### config.mk
export PLATFORM = sky130hd
export DESIGN_NAME = branch_resolve_unit
export DESIGN_NICKNAME = d
export VERILOG_FILES = /design/src/rtl/branch_resolve_unit_pkg.sv /design/src/rtl/branch_resolve_unit_sat_counter.sv /design/src/rtl/branch_resolve_unit.sv
export SDC_FILE = /design/constraint.sdc
export NUM_CORES = 1
export LEC_CHECK = 0
export CAP_MARGIN = 20
export CORE_ASPECT_RATIO = 1.4
export CORE_MARGIN = 5
export CORE_UTILIZATION = 50
export CTS_CLUSTER_DIAMETER = 80
export DETAILED_ROUTE_END_ITERATION = 10
export PLACE_DENSITY_LB_ADDON = 0.3
export REMOVE_ABC_BUFFERS = 1
export SLEW_MARGIN = 20
export SYNTH_ARGS = -nofsm -noshare
export SYNTH_HDL_FRONTEND = slang
export SYNTH_SLANG_ARGS = --single-unit
### constraint.sdc
create_clock -name clk -period 6.4 [get_ports clk]
set_input_delay 1.28 -clock clk [delete_from_list [all_inputs] [get_ports clk]]
set_output_delay 1.28 -clock clk [all_outputs]
set_load 0.01 [all_outputs]
### src/rtl/branch_resolve_unit_pkg.sv
// Shared branch opcodes, resolve FSM states and the conditional-branch target helper.
// Opcode values 12..15 are unassigned and resolve as not-taken.
package branch_resolve_unit_pkg;

  localparam logic [3:0] BR_BEQ  = 4'd0;
  localparam logic [3:0] BR_BNE  = 4'd1;
  localparam logic [3:0] BR_BLEZ = 4'd2;
  localparam logic [3:0] BR_BGTZ = 4'd3;
  localparam logic [3:0] BR_BLTZ = 4'd4;
  localparam logic [3:0] BR_BGEZ = 4'd5;
  localparam logic [3:0] BR_BGTU = 4'd6;
  localparam logic [3:0] BR_BLTU = 4'd7;
  localparam logic [3:0] BR_J    = 4'd8;
  localparam logic [3:0] BR_JAL  = 4'd9;
  localparam logic [3:0] BR_JR   = 4'd10;
  localparam logic [3:0] BR_JALR = 4'd11;

  typedef enum logic [1:0] {
    ST_IDLE  = 2'd0,
    ST_ARMED = 2'd1,
    ST_PEND  = 2'd2
  } br_state_t;

  // pc + 4 + word offset, wrapping mod 2^32
  function automatic logic [31:0] br_target(input logic [31:0] pc, input logic [15:0] imm);
    br_target = pc + 32'd4 + {{14{imm[15]}}, imm, 2'b00};
  endfunction

endpackage

### src/rtl/branch_resolve_unit_sat_counter.sv
// Saturating event counter: +1 per cycle with inc, sticks at all-ones; clr beats inc.
// Latency 1, no backpressure.
module sat_counter #(
  parameter int CNT_W = 32
) (
  input  logic             clk,
  input  logic             reset_n,
  input  logic             inc,
  input  logic             clr,
  output logic [CNT_W-1:0] cnt
);

  localparam logic [CNT_W-1:0] ONE = {{(CNT_W-1){1'b0}}, 1'b1};

  always_ff @(posedge clk or negedge reset_n) begin
    if (!reset_n) begin
      cnt <= '0;
    end else if (clr) begin
      cnt <= '0;
    end else if (inc && (cnt != {CNT_W{1'b1}})) begin
      cnt <= cnt + ONE;
    end
  end

endmodule

### src/rtl/branch_resolve_unit.sv
// Resolves ID-stage branches/jumps into a registered PC redirect plus IF flush, one cycle after resolve.
// Backpressure: when pc_en is low the redirect is held (PEND, busy=1) until the PC register accepts it.
module branch_resolve_unit
  import branch_resolve_unit_pkg::*;
#(
  parameter int CNT_W = 32
) (
  input  logic             clk,
  input  logic             reset_n,
  input  logic             br_valid,
  input  logic [3:0]       br_op,
  input  logic [31:0]      pc_id,
  input  logic [15:0]      imm16,
  input  logic [25:0]      jidx26,
  input  logic [31:0]      rs_val,
  input  logic             cmp_eq,
  input  logic             cmp_gt,
  input  logic             cmp_lt,
  input  logic             a_sign,
  input  logic             stall_id,
  input  logic             pc_en,
  input  logic             stat_clr,
  output logic             redirect,
  output logic [31:0]      redirect_pc,
  output logic             flush_if,
  output logic             busy,
  output logic [CNT_W-1:0] br_cnt,
  output logic [CNT_W-1:0] taken_cnt
);

  br_state_t   state;
  logic        taken;
  logic [31:0] target;
  logic        resolve;

  // Branches arriving while a redirect is outstanding sit in the delay slot and are never resolved.
  assign resolve = br_valid && !stall_id && (state == ST_IDLE);

  always_comb begin
    taken  = 1'b0;
    target = br_target(pc_id, imm16);
    case (br_op)
      BR_BEQ:  taken = cmp_eq;
      BR_BNE:  taken = !cmp_eq;
      BR_BLEZ: taken = a_sign || cmp_eq;
      BR_BGTZ: taken = !a_sign && !cmp_eq;
      BR_BLTZ: taken = a_sign;
      BR_BGEZ: taken = !a_sign;
      BR_BGTU: taken = cmp_gt;
      BR_BLTU: taken = cmp_lt;
      BR_J, BR_JAL: begin
        taken  = 1'b1;
        target = {pc_id[31:28], jidx26, 2'b00};
      end
      BR_JR, BR_JALR: begin
        taken  = 1'b1;
        target = rs_val;
      end
      default: taken = 1'b0;
    endcase
  end

  always_ff @(posedge clk or negedge reset_n) begin
    if (!reset_n) begin
      state       <= ST_IDLE;
      redirect    <= 1'b0;
      flush_if    <= 1'b0;
      busy        <= 1'b0;
      redirect_pc <= 32'd0;
    end else begin
      case (state)
        ST_IDLE: begin
          if (resolve && taken) begin
            state       <= ST_ARMED;
            redirect    <= 1'b1;
            flush_if    <= 1'b1;
            redirect_pc <= target;
          end
        end
        ST_ARMED, ST_PEND: begin
          if (pc_en) begin
            state       <= ST_IDLE;
            redirect    <= 1'b0;
            flush_if    <= 1'b0;
            busy        <= 1'b0;
            redirect_pc <= 32'd0;
          end else begin
            state <= ST_PEND;
            busy  <= 1'b1;
          end
        end
        default: begin
          state       <= ST_IDLE;
          redirect    <= 1'b0;
          flush_if    <= 1'b0;
          busy        <= 1'b0;
          redirect_pc <= 32'd0;
        end
      endcase
    end
  end

  sat_counter #(.CNT_W(CNT_W)) u_br_cnt (
    .clk     (clk),
    .reset_n (reset_n),
    .inc     (resolve),
    .clr     (stat_clr),
    .cnt     (br_cnt)
  );

  sat_counter #(.CNT_W(CNT_W)) u_taken_cnt (
    .clk     (clk),
    .reset_n (reset_n),
    .inc     (resolve && taken),
    .clr     (stat_clr),
    .cnt     (taken_cnt)
  );

endmodule

==> flow_summary.json <==
{
  "clock_skew_ps": 9.36,
  "p_total_mw": 2.05,
  "status": "complete, no violations",
  "finalCritPeriodShare": 0.699,
  "synth_top_family_by_area": "simple AND/OR/NAND/NOR gates",
  "path_class": "in -> reg",
  "tightest_slew_ps": 1060,
  "synthCells": 884,
  "yosysTopAreaCell": "dfrtp_1",
  "drive_above_1_share": 0.0380,
  "synth_top_area_frac": 0.336,
  "yosys_warnings": 0,
  "drt-initial-drc-count": 510,
  "overflow": 0,
  "initial_core_util": 0.511,
  "post-route-min-period_ps": 4470,
  "grt_max_degree": 65,
  "worstHoldPathType": "reg -> reg",
  "grt_pass1_wl_um": 37100,
  "fillers": 1255,
  "antenna_found_initial": 0,
  "cp_num_buf_inv": 1,
  "synth_xor_area_frac": 0.0834,
  "worstPathArrival_ps": 4700,
  "dieArea_sq_um": 17500,
  "grt_pass1_vias": 7366,
  "slew_violations": 0,
  "switching_share": 0.353,
  "dr.pass1.iters": 5,
  "synth_compound_area_frac": 0.159,
  "report.final.setup_viol": 0,
  "hold_viol_final": 0,
  "cts.repair.resized": 0,
  "yosys.area_share.simple": 0.234,
  "cts_setup_buffers": 0,
  "cts_buffer_depth": 2,
  "drc": 0,
  "cts-buffers-inserted": 9,
  "seqCellArea_sq_um": 2500,
  "vias": 7406,
  "grt_usage": 0.264,
  "dp_hpwl_um": 18000,
  "clk_pin_slew_ps": 70,
  "utilization": 0.686,
  "clk_latency_ps": 350,
  "rsz0062_at_grt": "false",
  "core-area_sq_um": 14600,
  "path_delay_family": "compound AO/OA/AOI/OAI gates",
  "fmax_mhz": 224,
  "gp_congestion": 0.938,
  "totalWireLength_um": 23500,
  "fin_nets": 1257,
  "switchingPower_uw": 725,
  "ys_ff_latch": 100,
  "p_comb_frac": 0.372,
  "vias_per_cell": 5.84,
  "cts_tree": "done",
  "crit_path_start_kind": "input pin",
  "ant_nets": 0,
  "path_cells": "clkdlybuf4s50_1 -> ha_1 -> ha_1 -> a21o_1 -> a211oi_1 -> nor3_1 -> a2111oi_0 -> nor4b_1 -> a41o_1 -> or3_1",
  "ys.flop_type": "dfrtp_1",
  "cts_hold_buffers": 0,
  "synth.avg_cell_area_sq_um": 8.43,
  "critPathRequiredTime_ps": 6630,
  "critPathSlowestCell": "clkdlybuf4s50_1",
  "path_max_fanout": 15,
  "htreeDepth": 3,
  "cts_sinks": 100,
  "layout.cells.most_common": "clkdlybuf4s50_1",
  "wl_per_cell_um": 18.5,
  "worst_setup_path_end_kind": "register",
  "synthDistinctLibCells": 61,
  "die_x_um": 113,
  "layout_common_cells": "clkdlybuf4s50_1 (215), nand2_1 (109), dfrtp_1 (100)",
  "leakagePower_nw": 4.26,
  "slew_headroom": 0.294,
  "antenna_cells": 0,
  "die_y_um": 154,
  "maxCapViolCount": 0,
  "muxShareOfSynthArea": 0.0452,
  "multi_input_comb_area_sq_um": 4680,
  "p_int_mw": 1.33,
  "p_seq_frac": 0.357,
  "cts_root_buf": "clkbuf_16",
  "area_growth_pct": 34.2,
  "critical_path.max_stage_delay_ps": 880,
  "num_rows": 52,
  "synthesis.area_sq_um": 7450,
  "ys_seq_area_frac": 0.336,
  "ios": 219,
  "crit_top_cell": "ha_1",
  "hold_ws_ps": 471,
  "async_reset_ff_frac": 1.00,
  "peakVddDrop_uv": 118,
  "synth_edf_count": 0,
  "clkPwrFrac": 0.271,
  "synth_fa_ha_area_frac": 0.105,
  "power_density_nw_per_um2": 205,
  "port_buffers": 218,
  "synthTopCellsByArea": "dfrtp_1 (34%), ha_1 (10%), nand2_1 (5.5%)",
  "fin_tns_setup_ps": 0
}
[layout make-up]
class	count	area share
clock inverters	5	0.00613
inverters	19	0.00713
well taps	189	0.0236
clock buffers	10	0.0229
multi-input cells	720	0.468
flip-flops and latches	100	0.250
repair buffers	225	0.222
[logic make-up (layout without fill, tap and decap cells)]
group	count (synthesis)	in the layout
AND/OR/NAND/NOR	362	362
buffers and inverters	64	259
XOR/XNOR	71	71
multiplexers	33	33
flip-flops	100	100
adder cells (fa/ha/maj)	62	62
AO/OA/AOI/OAI	192	192
[through the flow]
stage	instance area [sq um]	setup WS, ps	std cells
2_1_floorplan	7250	2560	839
3_3_place_gp	9710	1650	1253
3_5_place_dp	9710	1600	1253
4_1_cts	10000	1960	1268
5_1_grt	10000	1760	1268
6_report	10000	1930	1268
[path summary, 6_finish.rpt]
check                                    start                  end  slack, ps  cells past startpoint
worst max-delay path                 imm16[15]      redirect_pc[31]       1930                     10
worst min-delay path            redirect_pc[6]       redirect_pc[6]        470                      2
worst max register to register        state[0]      redirect_pc[31]       3220                      9
worst min register to register  redirect_pc[6]       redirect_pc[6]        470                      2
max in group asynchronous              reset_n  u_taken_cnt.cnt[13]       4270                      2
min in group asynchronous              reset_n     u_br_cnt.cnt[28]        930                      1
[power by group through the flow]
stage               combinational (mW)  sequential, mW  clock [mW]
floorplan                        0.359           0.767           0
global placement                 0.758           0.741           0
detailed placement               0.764           0.744           0
CTS                              0.769           0.733       0.561
global route                     0.836           0.741       0.590
finish                           0.765           0.733       0.556
[per-layer routing]
| layer | global-route usage | vias to the layer above | routed length (um) |
|---|---|---|---|
| li1 | - | 3580 | - |
| met1 | 0.297 | 3549 | 8990 |
| met2 | 0.496 | 227 | 12600 |
| met3 | 0.0321 | 50 | 1080 |
| met4 | 0.109 | 0 | 786 |
| met5 | 0 | - | 0 |
[registers in the layout, summed over array words and instances (netlist names)]
name / cells
busy: 1
flush_if: 1
redirect_pc: 32
state: 2
u_br_cnt.cnt: 32
u_taken_cnt.cnt: 32
[worst reg2reg max path: stages, from the launching register on]
cell and delay [ps]:
dfrtp_1 400, inv_1 60, ha_1 180, and3b_1 520
and2_1 290, nand2_1 310, o211a_1 630, nand2_1 190
o21ai_0 100, or3_1 370
[synthesized netlist by cell type, types with 4 or more instances]
library cell / n
nand2_1: 109
dfrtp_1: 100
nor2_1: 82
ha_1: 61
a21oi_1: 57
o21ai_0: 56
nand3_1: 39
xor2_1: 37
nand4_1: 34
xnor2_1: 34
nor3_1: 29
clkbuf_1: 28
mux2i_1: 28
inv_1: 19
a21o_1: 12
and3_1: 12
or3_1: 12
buf_2: 9
nor4_1: 9
o2111ai_1: 9
and2_1: 8
nor2b_1: 8
a211oi_1: 7
a31oi_1: 7
a31o_2: 5
mux2_2: 5
o211ai_1: 5
o221ai_1: 5
and4_1: 4
nand2b_1: 4
o21a_1: 4
No activity file was read; power rests on OpenSTA's default activity.
